### config.mk
export PLATFORM = sky130hd
export DESIGN_NAME = id_stage
export DESIGN_NICKNAME = d
export VERILOG_FILES = /design/src/rtl/id_stage_pkg.sv /design/src/rtl/id_fwd_mux.sv /design/src/rtl/id_stage.sv
export SDC_FILE = /design/constraint.sdc
export NUM_CORES = 1
export LEC_CHECK = 0
export BUFFER_PORTS_ARGS = -buffer_cell sky130_fd_sc_hd__buf_2
export CAP_MARGIN = 20
export CORE_ASPECT_RATIO = 0.7
export CORE_MARGIN = 4
export CORE_UTILIZATION = 38
export CTS_BUF_LIST = sky130_fd_sc_hd__clkbuf_8 sky130_fd_sc_hd__clkbuf_16
export DETAILED_ROUTE_END_ITERATION = 10
export PLACE_DENSITY = 0.7
export SYNTH_ARGS = -nofsm -noshare
export SYNTH_HDL_FRONTEND = slang
export SYNTH_HIERARCHICAL = 1
export SYNTH_SLANG_ARGS = --single-unit
export TNS_END_PERCENT = 30
### constraint.sdc
create_clock -name clk -period 6.4 [get_ports clk]
set_input_delay 1.28 -clock clk [delete_from_list [all_inputs] [get_ports clk]]
set_output_delay 1.28 -clock clk [all_outputs]
set_load 0.01 [all_outputs]
### src/rtl/id_stage_pkg.sv
// Shared opcode, result-select and register-address constants plus the
// instruction decoder used by the decode stage.
package id_stage_pkg;

    localparam logic [3:0] MEM_SREG = 4'h1;
    localparam logic [3:0] MEM_DREG = 4'h2;

    localparam logic [7:0] EXE_OR     = 8'b0010_0101;
    localparam logic [7:0] EXE_OR_OP  = 8'b0010_0101;
    localparam logic [7:0] EXE_NOP_OP = 8'b0000_0000;

    localparam logic [2:0] EXE_RES_NOP   = 3'b000;
    localparam logic [2:0] EXE_RES_LOGIC = 3'b001;

    localparam logic [4:0] NOPRegAddr = 5'b00000;

    typedef struct packed {
        logic [7:0] aluop;
        logic [2:0] alusel;
        logic       reg1_read;
        logic       reg2_read;
        logic       wreg;
        logic       inst_invalid;
    } dec_t;

    // Unknown mem/op combinations decode to a NOP flagged as invalid.
    function automatic dec_t decode(input logic [3:0] mem, input logic [7:0] op);
        dec_t d;
        d.aluop        = EXE_NOP_OP;
        d.alusel       = EXE_RES_NOP;
        d.reg1_read    = 1'b0;
        d.reg2_read    = 1'b0;
        d.wreg         = 1'b0;
        d.inst_invalid = 1'b1;
        if (op == EXE_OR && (mem == MEM_SREG || mem == MEM_DREG)) begin
            d.aluop        = EXE_OR_OP;
            d.alusel       = EXE_RES_LOGIC;
            d.reg1_read    = 1'b1;
            d.reg2_read    = (mem == MEM_DREG);
            d.wreg         = 1'b1;
            d.inst_invalid = 1'b0;
        end
        return d;
    endfunction

endpackage

### src/rtl/id_fwd_mux.sv
// Operand selector for one source register: immediate, zero register,
// EX forward, MEM forward or regfile data, in that priority.
module id_fwd_mux #(
    parameter int REG_W   = 32,
    parameter int RADDR_W = 5
) (
    input  logic [RADDR_W-1:0] addr,
    input  logic               read_en,
    input  logic [REG_W-1:0]   imm,
    input  logic [REG_W-1:0]   reg_data,
    input  logic               ex_wreg,
    input  logic [RADDR_W-1:0] ex_wd,
    input  logic [REG_W-1:0]   ex_wdata,
    input  logic               ex_load,
    input  logic               mem_wreg,
    input  logic [RADDR_W-1:0] mem_wd,
    input  logic [REG_W-1:0]   mem_wdata,
    output logic [REG_W-1:0]   operand
);

    always_comb begin
        if (!read_en)
            operand = imm;
        else if (addr == '0)
            operand = '0;
        else if (ex_wreg && ex_wd == addr && !ex_load)
            operand = ex_wdata;
        else if (mem_wreg && mem_wd == addr)
            operand = mem_wdata;
        else
            operand = reg_data;
    end

endmodule

### src/rtl/id_stage.sv
// Decode stage: field decode, operand forwarding, load-use hazard detection
// and the ID/EX pipeline register with valid/ready handshake.
module id_stage
    import id_stage_pkg::*;
#(
    parameter int INST_W  = 64,
    parameter int REG_W   = 32,
    parameter int RADDR_W = 5,
    parameter bit FWD_EN  = 1'b1,
    parameter int CNT_W   = 16
) (
    input  logic               clk,
    input  logic               rst,
    input  logic               in_valid,
    output logic               in_ready,
    input  logic [31:0]        pc_i,
    input  logic [INST_W-1:0]  inst_i,
    output logic               reg1_read_o,
    output logic               reg2_read_o,
    output logic [RADDR_W-1:0] reg1_addr_o,
    output logic [RADDR_W-1:0] reg2_addr_o,
    input  logic [REG_W-1:0]   reg1_data_i,
    input  logic [REG_W-1:0]   reg2_data_i,
    input  logic               ex_wreg_i,
    input  logic [RADDR_W-1:0] ex_wd_i,
    input  logic [REG_W-1:0]   ex_wdata_i,
    input  logic               ex_load_i,
    input  logic               mem_wreg_i,
    input  logic [RADDR_W-1:0] mem_wd_i,
    input  logic [REG_W-1:0]   mem_wdata_i,
    input  logic               flush_i,
    output logic               out_valid,
    input  logic               out_ready,
    output logic [7:0]         aluop_o,
    output logic [2:0]         alusel_o,
    output logic [REG_W-1:0]   reg1_o,
    output logic [REG_W-1:0]   reg2_o,
    output logic [RADDR_W-1:0] wd_o,
    output logic               wreg_o,
    output logic [31:0]        pc_o,
    output logic               inst_invalid_o,
    output logic [CNT_W-1:0]   stall_cnt_o
);

    dec_t               dec;
    logic [RADDR_W-1:0] wd;
    logic [REG_W-1:0]   imm;
    logic [REG_W-1:0]   reg1_sel;
    logic [REG_W-1:0]   reg2_sel;
    logic               ex_fwd;
    logic               mem_fwd;
    logic               hazard;
    logic               adv;

    assign dec = decode(inst_i[63:60], inst_i[59:52]);
    assign wd  = RADDR_W'(inst_i[51:47]);
    assign imm = REG_W'(inst_i[41:10]);

    assign reg1_read_o = in_valid & dec.reg1_read;
    assign reg2_read_o = in_valid & dec.reg2_read;
    assign reg1_addr_o = RADDR_W'(inst_i[46:42]);
    assign reg2_addr_o = RADDR_W'(inst_i[41:37]);

    // With forwarding disabled the muxes only ever see regfile data.
    assign ex_fwd  = ex_wreg_i & FWD_EN;
    assign mem_fwd = mem_wreg_i & FWD_EN;

    id_fwd_mux #(.REG_W(REG_W), .RADDR_W(RADDR_W)) u_fwd1 (
        .addr(reg1_addr_o), .read_en(reg1_read_o), .imm(imm), .reg_data(reg1_data_i),
        .ex_wreg(ex_fwd), .ex_wd(ex_wd_i), .ex_wdata(ex_wdata_i), .ex_load(ex_load_i),
        .mem_wreg(mem_fwd), .mem_wd(mem_wd_i), .mem_wdata(mem_wdata_i),
        .operand(reg1_sel)
    );

    id_fwd_mux #(.REG_W(REG_W), .RADDR_W(RADDR_W)) u_fwd2 (
        .addr(reg2_addr_o), .read_en(reg2_read_o), .imm(imm), .reg_data(reg2_data_i),
        .ex_wreg(ex_fwd), .ex_wd(ex_wd_i), .ex_wdata(ex_wdata_i), .ex_load(ex_load_i),
        .mem_wreg(mem_fwd), .mem_wd(mem_wd_i), .mem_wdata(mem_wdata_i),
        .operand(reg2_sel)
    );

    // NOTE: every variable assigned in always_comb gets a default first, so no path leaves it unassigned and no latch is inferred.
    always_comb begin
        logic load_hit;
        logic raw_hit;
        load_hit = 1'b0;
        raw_hit  = 1'b0;
        if (reg1_read_o && reg1_addr_o != '0) begin
            load_hit |= ex_wreg_i && ex_load_i && ex_wd_i == reg1_addr_o;
            raw_hit  |= (ex_wreg_i && ex_wd_i == reg1_addr_o) ||
                        (mem_wreg_i && mem_wd_i == reg1_addr_o);
        end
        if (reg2_read_o && reg2_addr_o != '0) begin
            load_hit |= ex_wreg_i && ex_load_i && ex_wd_i == reg2_addr_o;
            raw_hit  |= (ex_wreg_i && ex_wd_i == reg2_addr_o) ||
                        (mem_wreg_i && mem_wd_i == reg2_addr_o);
        end
        hazard = in_valid && (load_hit || (!FWD_EN && raw_hit));
    end

    assign adv      = out_ready | ~out_valid;
    // A flushed input is consumed and dropped, so it is always accepted.
    assign in_ready = flush_i | (adv & ~hazard);

    // NOTE: sequential state uses non-blocking assignments so every register samples pre-edge values.
    always_ff @(posedge clk) begin
        if (rst) begin
            out_valid      <= 1'b0;
            wreg_o         <= 1'b0;
            aluop_o        <= EXE_NOP_OP;
            alusel_o       <= EXE_RES_NOP;
            reg1_o         <= '0;
            reg2_o         <= '0;
            wd_o           <= RADDR_W'(NOPRegAddr);
            pc_o           <= '0;
            inst_invalid_o <= 1'b0;
        end else if (flush_i) begin
            out_valid <= 1'b0;
            wreg_o    <= 1'b0;
        end else if (adv) begin
            if (in_valid && !hazard) begin
                out_valid      <= 1'b1;
                wreg_o         <= dec.wreg;
                aluop_o        <= dec.aluop;
                alusel_o       <= dec.alusel;
                reg1_o         <= reg1_sel;
                reg2_o         <= reg2_sel;
                wd_o           <= wd;
                pc_o           <= pc_i;
                inst_invalid_o <= dec.inst_invalid;
            end else begin
                out_valid <= 1'b0;
                wreg_o    <= 1'b0;
            end
        end
    end

    always_ff @(posedge clk) begin
        if (rst)
            stall_cnt_o <= '0;
        else if (hazard && !flush_i && !(&stall_cnt_o))
            stall_cnt_o <= stall_cnt_o + CNT_W'(1);
    end

endmodule

# Word-level counts from Yosys, hierarchy flattened
# Index checks and enable logic that the tools add are counted.
classes:
  n_addsub: 1
  eq_ne: 7
  mux: 13
  bitwise: 9
  reduce_logical: 28
op_table:
  columns: ["operator", "count"]
  rows:
  - ["2-to-1 mux 32 bit", 8]
  - ["== test 5 bit", 4]
  - ["adder 16 x 1 -> 16 bit, second input constant", 1]
  - ["logical AND 1 bit", 16]
  - ["AND reduction 16 bit", 1]
  - ["2-to-1 mux 13 bit", 1]
  - ["logical NOT 5 bit", 2]
  - ["nonzero test 5 bit", 2]
  - ["== test 8 x 6 -> 1 bit, second input constant", 1]
  - ["== test 4 x 1 -> 1 bit, second input constant", 1]
  - ["== test 4 x 2 -> 1 bit, second input constant", 1]
  - ["logical NOT 1 bit", 4]
  - ["2-to-1 mux 1 bit", 4]
  - ["AND 1 bit", 3]
  - ["inverter 1 bit", 3]
  - ["OR 1 bit", 3]
  - ["AND reduction 3 bit", 1]
  - ["OR reduction 2 bit", 1]
  - ["logical OR 1 bit", 1]
word_totals:
  ff_bits: 131
  inputBits: 242
  out_inout_bits: 144
  elab_cells: 68

# Longest topological paths before layout
depth:
  ltp_word: 13
  depth_mapped: 9
  ltp_nobuf: 8

# By module
# Netlist, hierarchy kept.
modules_own_cells:
  columns: ["mod", "n_inst", "cells_per_inst", "area_each_um2", "seq_area_each_um2"]
  rows:
  - ["id_stage", 1, 606, 4909.7, 2422.3]
  - ["id_fwd_mux", 2, 159, 1131.1, 0.0]

# Least setup slack after synthesis
# OpenSTA, ideal clock, no wires.
synth_path:
  path_kind: "input-to-output"
  start: "in inst_i[53]"
  end: "out in_ready"
  t_arrival_ns: 3.081
  t_required_ns: 5.120
  setup_slack_ns: 2.039
  stages: 5
  cell_sequence: "or4b_4 > nor4_4 > nor4b_2 > nor2_1 > a21o_1"
synth_lines:
  columns: ["element", "line_no", "text"]
  rows:
  - ["from (decl)", "id_stage.sv:17", "input logic [INST_W-1:0] inst_i,"]
  - ["== test 8 x 6 -> 1 bit", "id_stage_pkg.sv:35", "if (op == EXE_OR && (mem == MEM_SREG || mem == MEM_DREG)) begin"]
  - ["logical AND 1 bit", "id_stage_pkg.sv:35", null]
  - ["2-to-1 mux 13 bit", "id_stage_pkg.sv:35", null]
  - ["AND 1 bit", "id_stage.sv:60", "assign reg2_read_o = in_valid & dec.reg2_read;"]
  - ["named net reg2_read_o", "id_stage.sv:19", "output logic reg2_read_o,"]
  - ["logical AND 1 bit", "id_stage.sv:93", "if (reg2_read_o && reg2_addr_o != '0) begin"]
  - ["2-to-1 mux 1 bit", "id_stage.sv:93", null]
  - ["logical AND 1 bit", "id_stage.sv:98", "hazard = in_valid && (load_hit || (!FWD_EN && raw_hit));"]
  - ["inverter 1 bit", "id_stage.sv:103", "assign in_ready = flush_i | (adv & ~hazard);"]
  - ["AND 1 bit", "id_stage.sv:103", null]
  - ["OR 1 bit", "id_stage.sv:103", null]
  - ["to (decl)", "id_stage.sv:15", "output logic in_ready,"]
# The timed path passes the listed nets, and every way through them passes these cells.

# Worst setup path in the final report
layout_path:
  start: "in inst_i[53]"
  end: "out in_ready"
layout_between:
  elab_chain_len: 12
layout_lines:
  columns: ["element", "line_no", "text"]
  rows:
  - ["== test 8 x 6 -> 1 bit (*)", "id_stage_pkg.sv:35", null]
  - ["logical AND 1 bit (*)", "id_stage_pkg.sv:35", null]
  - ["2-to-1 mux 13 bit (*)", "id_stage_pkg.sv:35", null]
  - ["AND 1 bit", "id_stage.sv:59", "assign reg1_read_o = in_valid & dec.reg1_read;"]
  - ["logical AND 1 bit", "id_stage.sv:88", "if (reg1_read_o && reg1_addr_o != '0) begin"]
  - ["2-to-1 mux 1 bit", "id_stage.sv:88", null]
  - ["OR 1 bit", "id_stage.sv:94", "load_hit |= ex_wreg_i && ex_load_i && ex_wd_i == reg2_addr_o;"]
  - ["2-to-1 mux 1 bit (*)", "id_stage.sv:93", null]
  - ["logical AND 1 bit (*)", "id_stage.sv:98", null]
  - ["inverter 1 bit (*)", "id_stage.sv:103", null]
  - ["AND 1 bit (*)", "id_stage.sv:103", null]
  - ["OR 1 bit (*)", "id_stage.sv:103", null]
# Every way passes the cells marked *; elsewhere a longest branch is shown, timed or not.

==> summary.txt <==
STA
  • Clock Skews: 7.935 ps
  • Fin crit share: 77.51%
  • Final Hold Violating Endpoints: 0
  • RSZ-0062 raised after global routing: no
  • Setup TNS: 0 ps
  • Worst rel slew slack: 27.47%
  • Worst Tran Pin Value: 1088 ps
  • Final worst slack: 1439 ps
  • FMAX: 0.2016 GHz
  • Final min period: 4961 ps
  • Final Setup Violations: 0
  • Slew Viols, Final: 0

Global route
  • GRT Util Overall: 22.62%
  • First-pass GRT wire length: 37.63 mm
  • Met2 GRT Util: 36.95%
  • Met3 Use GR: 7.063%
  • Vias in the first global route: 6993
  • Global route hottest layer: met2
  • Total gr overflow: 0
  • Largest net degree at the start of global routing: 74
  • Met1 Usage GRT: 29.26%
  • Initial antenna violation count: 1

Drt
  • DRT Pass-1 Iters: 5
  • Vias per cell: 5.129
  • Via count: 7647
  • Routed WL: 25.81 mm
  • Routed wire per std cell: 17.31 µm
  • Detail Route Antenna Nets: 0
  • Drc violations: 0
  • DRT iter0 DRCs: 718

Worst setup path
  • Crit path DAT: 3680 ps
  • Crit path required time: 5120 ps
  • Setup CP Type: in -> out
  • Critical Path Fanout Max: 36
  • Crit. End Element: output port
  • Setup crit start kind: input pin

Cells and area
  • NumNets Final: 1485
  • Commonest non-fill, non-tap cell in the layout: buf_2
  • Area Growth Syn to Fin: 31.40%
  • Final instance area: 9424 µm²
  • Share of cells above drive strength 1: 34.10%
  • Antenna Cells: 0
  • Filler cells: 1821
  • Most frequent cells in the layout: buf_2, nand2_1, a21oi_1

Die
  • Die width: 172.2 µm
  • Placeable Area: 18260 µm²
  • Row count: 41
  • Die H: 122.9 µm
  • Initial Util: 39.27%
  • Ports: 386
  • Die area: 21170 µm²

Yosys
  • Top FF cell, synth: dfxtp_1
  • Yosys cell types: 51
  • Post-synth EDFFs: 0
  • Post-synth ARST share: 0%
  • Post-synthesis register bit count: 121
  • Yosys warnings: 6
  • Post-Synthesis Cells: 924
  • Syn_area_per_cell: 7.762 µm²
  • Post-synthesis sequential area ratio: 33.78%
  • Synthesized area: 7172 µm²

Place
  • Dpl hpwl: 19.25 mm
  • Pre-CTS setup slack: 1444 ps
  • Port-buffer cells: 368
  • Gpl congestion: 0.9248
  • Dpl cell area: 8761 µm²

Outcome
  • Run status: finished, final reports clean

Clock tree
  • Worst-path clk slew: 50 ps
  • Total setup buffers inserted after CTS: 0
  • Sink Count: 121
  • H-tree depth: 4
  • Clk root buf: clkbuf_16
  • Cts bufs inserted: 17
  • CTS Buffer Depth: 2
  • Skew-Pair Late Insertion Delay: 410 ps
  • CTS tree: done
  • # hold bufs at CTS: 0
  • CTS resizes: 0

Flow run
  • Max Cap Viol: 0

Pwr
  • Total Power: 0.002191 W
  • Static leakage: 4.153 nW
  • Pwr dens: 232.5 nW/µm²
  • Max IR drop VDD: 0.1441 mV

Worst hold path
  • Hold Path Class: reg -> reg
registers in the layout, summed over array words and instances, names as in the netlist:
name / flops
stall_cnt_o: 16
out_valid: 1
wd_o: 5
reg2_o: 32
wreg_o: 1
reg1_o: 32
aluop_o: 1
pc_o: 32
inst_invalid_o: 1
report_power, final:
group          total (W)  internal [W]  switching (W)
combinational   0.000315      0.000140       0.000175
sequential      0.000798      0.000784      0.0000142
clock            0.00108      0.000701       0.000378
cell families (layout without fill, tap and decap cells):
logic type      count (synthesis)  count (layout)  synth area share [%]
simple gates                  352             352                 24.09
compound gates                263             263                 18.98
flops                         121             121                 33.78
buf+inv                        87             412                 9.595
mux                            68              68                 9.543
xor+xnor                       31              31                 3.786
fa+ha+maj                       1               1                0.1744
other cells                     1               7               0.05229
synth_stat cells (5+ instances only):
cell | n | share of area [%]
nor4_1 | 6 | 0.52
nand3_1 | 12 | 0.84
a21oi_1 | 178 | 12
buf_12 | 6 | 1.7
and3_1 | 5 | 0.44
o21ai_1 | 60 | 4.2
buf_4 | 35 | 3.7
nor2b_1 | 68 | 5.9
clkbuf_1 | 23 | 1.2
or4_1 | 7 | 0.73
xnor2_1 | 21 | 2.6
dfxtp_1 | 121 | 34
o21ai_0 | 12 | 0.84
buf_6 | 17 | 2.7
or3_1 | 8 | 0.70
nor2_1 | 9 | 0.47
nand2_1 | 210 | 11
xor2_1 | 10 | 1.2
mux2i_1 | 65 | 9.1
cell type report:
cell class              count  area, µm²  area share, %
multi-input cells         722       4116          43.68
well taps                 236      295.3          3.133
clock inverters            15      237.7          2.523
repair buffers            378       1919          20.37
inverters                   2      7.507        0.07966
clock buffers              17      425.4          4.514
flip-flops and latches    121       2422          25.70
routing by layer:
metal | wire length (µm) | vias up
li1 | - | 3780
met1 | 10990 | 3466
met2 | 11850 | 355
met3 | 2504 | 44
met4 | 440 | 2
met5 | 20 | -
worst max-delay path, stage by stage:
cell,delay (ps)
buf_2,90
or4b_4,570
nor4_4,310
buf_4,440
nor4b_2,440
nor2_1,170
a21o_1,220
buf_2,140
final timing paths:
path	start	to	slack, ps	depth (start not counted)
worst min-delay path	reg1_o[9]	reg1_o[9]	450	2
worst max-delay path	inst_i[53]	in_ready	1440	8
worst max register to register	out_valid	reg2_o[12]	3700	6
worst min register to register	reg1_o[9]	reg1_o[9]	450	2
metrics by stage:
| stage | utilization (%) | instances | hold WS, ps |
|---|---|---|---|
| 6_report | 51.60 | 1491 | 450.1 |
| 5_1_grt | 51.60 | 1491 | 466.7 |
| 4_1_cts | 51.60 | 1491 | 452.5 |
| 3_5_place_dp | 47.97 | 1459 | 444.2 |
| 3_3_place_gp | 47.97 | 1459 | 438.5 |
| 2_1_floorplan | - | 930 | 478.1 |
Note: power is estimated with default switching activity, not from simulation.
